--- src/rtl/sync_queue_if.sv ---
// Handshake and status bundle between sync_queue and its producer / read-control stage.
// master drives the requests, slave is the queue itself.
interface sync_queue_if #(
    parameter int DATA_WIDTH = 8,
    parameter int ADDR_WIDTH = 4
);
    logic                  wr_en;
    logic [DATA_WIDTH-1:0] din;
    logic                  rd_en;
    logic [DATA_WIDTH-1:0] dout;
    logic                  dout_valid;
    logic                  full;
    logic                  empty;
    logic                  almost_full;
    logic                  almost_empty;
    logic [ADDR_WIDTH:0]   count;
    logic                  overflow;
    logic                  underflow;

    modport master (
        output wr_en, din, rd_en,
        input  dout, dout_valid, full, empty, almost_full, almost_empty,
               count, overflow, underflow
    );

    modport slave (
        input  wr_en, din, rd_en,
        output dout, dout_valid, full, empty, almost_full, almost_empty,
               count, overflow, underflow
    );
endinterface

--- src/rtl/sync_queue.sv ---
// Synchronous FIFO with registered read data, occupancy flags decoded from the
// registered count, and one-cycle overflow/underflow pulses for rejected requests.
module sync_queue #(
    parameter int DATA_WIDTH = 8,
    parameter int DEPTH      = 16,
    parameter int ADDR_WIDTH = 4,
    parameter int AF_LEVEL   = DEPTH - 2,
    parameter int AE_LEVEL   = 2
) (
    input  logic         clk,
    input  logic         rst_n,
    sync_queue_if.slave  bus
);
    localparam logic [ADDR_WIDTH:0] PTR_ONE   = (ADDR_WIDTH+1)'(1);
    localparam logic [ADDR_WIDTH:0] FULL_CNT  = (ADDR_WIDTH+1)'(DEPTH);
    localparam logic [ADDR_WIDTH:0] AF_CNT    = (ADDR_WIDTH+1)'(AF_LEVEL);
    localparam logic [ADDR_WIDTH:0] AE_CNT    = (ADDR_WIDTH+1)'(AE_LEVEL);

    logic [DATA_WIDTH-1:0] mem_q [DEPTH];

    logic [ADDR_WIDTH:0]   wp_q, wp_d;
    logic [ADDR_WIDTH:0]   rp_q, rp_d;
    logic [ADDR_WIDTH:0]   count_q, count_d;
    logic [DATA_WIDTH-1:0] dout_q, dout_d;
    logic                  dout_valid_q, dout_valid_d;
    logic                  overflow_q, overflow_d;
    logic                  underflow_q, underflow_d;

    logic fullFlag;
    logic emptyFlag;
    logic wrAccept;
    logic rdAccept;

    assign fullFlag  = (count_q == FULL_CNT);
    assign emptyFlag = (count_q == '0);

    // A write into a full queue is still legal when a read frees a slot on the same edge.
    assign rdAccept = bus.rd_en & ~emptyFlag;
    assign wrAccept = bus.wr_en & (~fullFlag | rdAccept);

    always_comb begin
        wp_d         = wp_q;
        rp_d         = rp_q;
        count_d      = count_q;
        dout_d       = dout_q;
        dout_valid_d = 1'b0;
        overflow_d   = bus.wr_en & ~wrAccept;
        underflow_d  = bus.rd_en & ~rdAccept;

        if (wrAccept) begin
            wp_d = wp_q + PTR_ONE;
        end
        if (rdAccept) begin
            rp_d         = rp_q + PTR_ONE;
            dout_d       = mem_q[rp_q[ADDR_WIDTH-1:0]];
            dout_valid_d = 1'b1;
        end

        case ({wrAccept, rdAccept})
            2'b10:   count_d = count_q + PTR_ONE;
            2'b01:   count_d = count_q - PTR_ONE;
            default: count_d = count_q;
        endcase
    end

    always_ff @(posedge clk or negedge rst_n) begin
        if (!rst_n) begin
            wp_q         <= '0;
            rp_q         <= '0;
            count_q      <= '0;
            dout_q       <= '0;
            dout_valid_q <= 1'b0;
            overflow_q   <= 1'b0;
            underflow_q  <= 1'b0;
        end else begin
            wp_q         <= wp_d;
            rp_q         <= rp_d;
            count_q      <= count_d;
            dout_q       <= dout_d;
            dout_valid_q <= dout_valid_d;
            overflow_q   <= overflow_d;
            underflow_q  <= underflow_d;
        end
    end

    // Storage is deliberately left out of reset; stale entries are never readable.
    always_ff @(posedge clk) begin
        if (wrAccept) begin
            mem_q[wp_q[ADDR_WIDTH-1:0]] <= bus.din;
        end
    end

    assign bus.dout         = dout_q;
    assign bus.dout_valid   = dout_valid_q;
    assign bus.full         = fullFlag;
    assign bus.empty        = emptyFlag;
    assign bus.almost_full  = (count_q >= AF_CNT);
    assign bus.almost_empty = (count_q <= AE_CNT);
    assign bus.count        = count_q;
    assign bus.overflow     = overflow_q;
    assign bus.underflow    = underflow_q;
endmodule

--- src/flat_wrapper.sv ---
// flat-port wrapper written by rule: the top's interface ports become plain ports
module sync_queue_flat 
#(
    parameter int DATA_WIDTH = 8,
    parameter int DEPTH      = 16,
    parameter int ADDR_WIDTH = 4,
    parameter int AF_LEVEL   = DEPTH - 2,
    parameter int AE_LEVEL   = 2
)
  (clk, rst_n, bus_wr_en, bus_din, bus_rd_en, bus_dout, bus_dout_valid, bus_full, bus_empty, bus_almost_full, bus_almost_empty, bus_count, bus_overflow, bus_underflow);
  sync_queue_if #(.DATA_WIDTH(DATA_WIDTH), .ADDR_WIDTH(ADDR_WIDTH)) bus_i ();
  input  logic clk;
  input  logic rst_n;
  input wire logic [$bits(bus_i.wr_en)-1:0] bus_wr_en;
  input wire logic [$bits(bus_i.din)-1:0] bus_din;
  input wire logic [$bits(bus_i.rd_en)-1:0] bus_rd_en;
  output wire logic [$bits(bus_i.dout)-1:0] bus_dout;
  output wire logic [$bits(bus_i.dout_valid)-1:0] bus_dout_valid;
  output wire logic [$bits(bus_i.full)-1:0] bus_full;
  output wire logic [$bits(bus_i.empty)-1:0] bus_empty;
  output wire logic [$bits(bus_i.almost_full)-1:0] bus_almost_full;
  output wire logic [$bits(bus_i.almost_empty)-1:0] bus_almost_empty;
  output wire logic [$bits(bus_i.count)-1:0] bus_count;
  output wire logic [$bits(bus_i.overflow)-1:0] bus_overflow;
  output wire logic [$bits(bus_i.underflow)-1:0] bus_underflow;
  assign bus_i.wr_en = bus_wr_en;
  assign bus_i.din = bus_din;
  assign bus_i.rd_en = bus_rd_en;
  assign bus_dout = bus_i.dout;
  assign bus_dout_valid = bus_i.dout_valid;
  assign bus_full = bus_i.full;
  assign bus_empty = bus_i.empty;
  assign bus_almost_full = bus_i.almost_full;
  assign bus_almost_empty = bus_i.almost_empty;
  assign bus_count = bus_i.count;
  assign bus_overflow = bus_i.overflow;
  assign bus_underflow = bus_i.underflow;
  sync_queue #(.DATA_WIDTH(DATA_WIDTH), .DEPTH(DEPTH), .ADDR_WIDTH(ADDR_WIDTH), .AF_LEVEL(AF_LEVEL), .AE_LEVEL(AE_LEVEL)) u_core (.clk(clk), .rst_n(rst_n), .bus(bus_i));
endmodule
--- config.mk ---
export PLATFORM = sky130hd
export DESIGN_NAME = sync_queue_flat
export DESIGN_NICKNAME = d
export VERILOG_FILES = /design/src/rtl/sync_queue_if.sv /design/src/rtl/sync_queue.sv /design/src/flat_wrapper.sv
export SDC_FILE = /design/constraint.sdc
export NUM_CORES = 1
export LEC_CHECK = 0
export CAP_MARGIN = 20
export CORE_MARGIN = 4
export CORE_UTILIZATION = 60
export DETAILED_ROUTE_END_ITERATION = 10
export PLACE_DENSITY = 0.8
export RECOVER_POWER = 25
export SYNTH_ARGS = -nofsm -noshare
export SYNTH_HDL_FRONTEND = slang
export SYNTH_SLANG_ARGS = --single-unit
export TNS_END_PERCENT = 50
--- constraint.sdc ---
create_clock -name clk -period 6.45 [get_ports clk]
set_input_delay 0.9675 -clock clk [delete_from_list [all_inputs] [get_ports clk]]
set_output_delay 0.9675 -clock clk [all_outputs]
set_load 0.03 [all_outputs]
== Word level (Yosys, flattened, before mapping) ==
Memories as Yosys holds them, arrays and structs flattened. A register that Yosys moved wholly into a read port is not among the register bits.
Cells that the tools add are included.

* Bits in registers: 18
* Bits in writable memories: 128
* Output and inout port bits: 20
* Logic and storage cells: 32
* Memories kept: 1

{| class="wikitable"
|+ Memory list
! name !! words !! width !! read ports !! clocked after Yosys merged registers in !! wr ports !! line !! RTL
|-
| u_core.mem_q || 16 || 8 || 1 || 1 || 1 || sync_queue.sv:19 || <nowiki>logic [DATA_WIDTH-1:0] mem_q [DEPTH];</nowiki>
|}

* Add/subtract/negate cells: 4
* $lt $le $gt $ge: 2
* Eq/ne operators: 3
* Muxes and demuxes: 4
* Bitwise operators: 9
* Reduce and logical (&&, ||, !) cells: 3

{| class="wikitable"
|+ Operators with widths
! operator !! count
|-
| $add A5 B1 Y5 const B || 3
|-
| $pmux W5 S2 || 1
|-
| $eq A5 B5 Y1 const B || 1
|-
| $ge A5 B4 Y1 const B || 1
|-
| $le A5 B2 Y1 const B || 1
|-
| $logic_not A5 Y1 || 1
|-
| $sub A5 B1 Y5 const B || 1
|-
| $and A1 B1 Y1 || 4
|-
| $not A1 Y1 || 4
|-
| $mux W1 || 3
|-
| $eq A2 B1 Y1 const B || 1
|-
| $eq A2 B2 Y1 const B || 1
|-
| $reduce_bool A2 Y1 || 1
|-
| $logic_not A1 Y1 || 1
|-
| $or A1 B1 Y1 || 1
|}

== Depth between registers and ports, before layout ==
* Depth in word-level cells: 7
* Mapped depth: 11
* Depth with buffers taken out: 9

== Worst setup path before layout ==
Ideal clock, no wire load.

* Path type: register to output
* Start: register u_core.count_q[4] (netlist: u_core.bus.count[4])
* End: output bus_almost_empty
* Data arrival time: 2.193 ns
* Required time: 5.483 ns
* Slack: 3.290 ns
* Stages on the path, launching flop included: 2
* Path through: dfrtp_1 > a2111oi_0

* Word-level cells in the longest chain between the ends: 1

{| class="wikitable"
|+ Ends and longest elaborated chain
! item !! line !! RTL
|-
| start: declaration || sync_queue.sv:23 || <nowiki>logic [ADDR_WIDTH:0] count_q, count_d;</nowiki>
|-
| start signal: assignment || sync_queue.sv:78 || <nowiki>count_q <= count_d;</nowiki>
|-
| $le A5 B2 Y1 || sync_queue.sv:98 || <nowiki>assign bus.almost_empty = (count_q <= AE_CNT);</nowiki>
|-
| end: declaration || flat_wrapper.sv:22 || <nowiki>output wire logic [$bits(bus_i.almost_empty)-1:0] bus_almost_empty;</nowiki>
|}

Every way passes these cells.

== Final worst setup path ==
* Start: register u_core.count_q[0] (netlist: u_core.bus.count[0])
* End: output bus_empty

* Word-level cells in the longest chain between the ends: 1

{| class="wikitable"
|+ Ends and longest elaborated chain
! item !! line !! RTL
|-
| $logic_not A5 Y1 || sync_queue.sv:35 || <nowiki>assign emptyFlag = (count_q == '0);</nowiki>
|-
| end: declaration || flat_wrapper.sv:20 || <nowiki>output wire logic [$bits(bus_i.empty)-1:0] bus_empty;</nowiki>
|}

Every way passes these cells.

==> impl_metrics.yaml <==
finish:
  final_cell_mix: "edfxtp_1 (128), clkdlybuf4s50_1 (26), mux4_2 (23), dfrtp_1 (23)"
  final_common_cell: "edfxtp_1"
  diodes: 0
  final_nets: 373
  area_growth_pct: 16.8
  drive_gt1_share_pct: 20.6
  fillers: 538
power_and_ir_drop:
  p_leak_nw: 2.43
  total_power_mw: 3.37
  ir_worst_vdd_mv: 0.259
  cellPowerDensity_nw_per_um2: 472
global_route:
  grt_pass1_vias: 3146
  grt-ovfl-total: 0
  grt_max_degree: 35
  grt_pass1_wl_mm: 18.6
  antenna_found_initial: 0
  gr-usage-all-layers_pct: 22.5
setup_path:
  path_buf_inv: 1
  cpLargestDelayFamily: "simple AND/OR/NAND/NOR gates"
  reg2reg_depth: 8
  path_cells: "or3_1 -> nor3_1 -> clkdlybuf4s50_1"
  crit_slowest_cell: "clkdlybuf4s50_1"
  path_max_fanout: 6
  crit_type: "reg -> out"
  cp.arrival_ps: 2440
  crit_cells: 3
  startpoint_type: "flop"
  crit_required_ps: 5480
  critPathCaptureType: "output port"
  cp-startpoint: "u_core.bus.count[0]"
  r2r-start: "u_core.bus.count[0]"
  max_stage_delay_ps: 710
timing:
  finalCriticalPeriod_ps: 3400
  hold_viol: 0
  skew_ps: 5.63
  fin_ws_ps: 3050
  tns_ps: 0
  post-route-period-util_pct: 52.8
  slew_headroom_pct: 35.6
  rsz0062_at_grt: "false"
  worst_pin_slew_ps: 966
  setup_viol: 0
  timing.fmax_mhz: 294
  finalMaxSlewViolations: 0
synthesis:
  avgSynthCellArea_um2: 19.6
  yosys_register_bits: 152
  synth_area_leaders: "edfxtp_1 (63%), dfrtp_1 (9.8%), mux4_2 (8.5%), mux4_1 (3.9%), ha_1 (1.8%)"
  synth.net_count: 334
  ys_types: 37
  ys_warn_count: 0
  ys_seq_area_share_pct: 72.7
  synth_top_area_share_pct: 62.9
  yosysTopAreaCell: "edfxtp_1"
  synthCells: 312
  syn_area_um2: 6110
min_path:
  min_path_type: "reg -> reg"
  hp-start: "u_core.bus.count[2]"
  hold_depth: 2
drt:
  viasPerCell: 6.21
  vias: 3084
  drc: 0
  drt_pass1_iterations: 4
  routedWlPerCell_um: 24.0
  ant_nets: 0
  routed_wl_mm: 11.9
  first_iter_violations: 296
clocking:
  clk_pin_slew_ps: 60
  cts_hold_buf: 0
  clockBufferDepth: 2
  cts_buffers: 17
  cts.sinks: 152
  postCtsResizedCells: 0
  insertion_delay_ps: 520
  cts_max_level: 4
  cts_tree: "yes"
  root_buffer: "clkbuf_8"
  post_cts.repair.setup_buffers: 0
floorplan:
  ios: 32
  rows: 36
  core_um2: 9860
  die_area_um2: 11900
  die_w_um: 109
  die_h_um: 109
  start_util_pct: 61.9
outcome:
  status: "complete, no violations"
run:
  drv_cap: 0
place:
  io_buffers: 31
  dp_slack_ps: 2690
  place_hpwl_mm: 7.26
  gp_congestion: 0.745
worst register-to-register path, delay by kind of cell, from the launching register on:
| family | cells | cell delay, ps |
|---|---|---|
| flip-flops | 1 | 470 |
| multiplexers | 1 | 240 |
| AO/OA/AOI/OAI | 3 | 890 |
| XOR/XNOR | 1 | 140 |
| AND/OR/NAND/NOR | 1 | 500 |
| adder cells (fa/ha/maj) | 2 | 830 |
state kept, by name, summed over array words and instances (netlist names):
| register | flops |
|---|---|
| u_core.bus.count | 5 |
| u_core.bus.underflow | 1 |
| u_core.bus.dout_valid | 1 |
| u_core.wp_q | 4 |
| u_core.mem_q | 128 |
| u_core.bus.overflow | 1 |
| u_core.rp_q | 4 |
| u_core.bus.dout | 8 |
cell families after synthesis:
| family | count (synthesis) | share of synthesized area, % |
|---|---|---|
| xor gates and xnor gates | 10 | 1.43 |
| DFF | 152 | 72.7 |
| muxes | 43 | 14.4 |
| buffers and inverters | 22 | 2.19 |
| adders and majority gates | 10 | 2.17 |
| AOI/OAI and AO/OA | 36 | 3.95 |
| and+or+nand+nor | 39 | 3.17 |
cells in the mapped netlist:
| master | number |
|---|---|
| nor2b_1 | 1 |
| nor2_1 | 14 |
| a2111oi_0 | 1 |
| a31o_2 | 1 |
| mux4_2 | 23 |
| mux4_1 | 9 |
| o31a_1 | 2 |
| buf_4 | 2 |
| or2_2 | 1 |
| xnor2_1 | 8 |
| buf_2 | 4 |
| nor4_1 | 1 |
| nand2b_1 | 4 |
| and2_1 | 1 |
| buf_6 | 3 |
| buf_12 | 1 |
| o22ai_1 | 16 |
| nand2_1 | 8 |
| a21o_1 | 2 |
| a21oi_1 | 10 |
| buf_1 | 3 |
| xor2_1 | 2 |
| o311ai_4 | 1 |
| dfrtp_1 | 24 |
| nor3_1 | 5 |
| mux2i_1 | 1 |
| clkbuf_1 | 5 |
| ha_1 | 9 |
| edfxtp_1 | 128 |
| fa_1 | 1 |
| inv_1 | 4 |
| mux2_2 | 10 |
| nand4_1 | 1 |
| nand2_4 | 1 |
| nand4_2 | 1 |
| o21ai_0 | 3 |
| or3_1 | 1 |
stage by stage:
stage / hold WS (ps) / instance area [µm²] / utilization [%] / instances
floorplan: 557 / 6110 / - / 312
global placement: 566 / 6500 / 65.9 / 462
detailed placement: 589 / 6500 / 65.9 / 462
CTS: 603 / 7110 / 72.1 / 494
global route: 638 / 7140 / 72.4 / 497
finish: 595 / 7140 / 72.4 / 497
area by class of cell:
cell class	count	area, µm²	area share [%]
repair buffers	38	369	5.17
clock buffers	19	432	6.05
multi-input cells	138	1530	21.5
flip-flops and latches	152	4450	62.3
well taps	133	166	2.33
inverters	4	15.0	0.210
clock inverters	13	178	2.49
where the power goes:
part           leakage [nW]  switching [mW]  internal, mW
sequential             1.44           0.159          1.22
clock                 0.288           0.372         0.636
combinational         0.709           0.513         0.471
total                  2.43            1.04          2.33
metal layers:
layer	vias up	wire length (µm)	share of wire, %	GRT usage [%]
li1	1347	-	-	-
met1	1581	4630	39	30.8
met2	132	5930	50	34.3
met3	24	1050	8.8	6.75
met4	0	315	2.6	9.47
met5	-	0	0	0
worst paths after layout:
check | to | slack [ps]
hold / removal | u_core.bus.count[2] | 600
hold reg to reg | u_core.bus.count[2] | 600
setup reg to reg | u_core.bus.count[4] | 3300
setup / recovery | bus_empty | 3050
min in group asynchronous | u_core.bus.count[3] | 800
max in group asynchronous | u_core.rp_q[2] | 4390
Power figures use the tool's default switching activity.
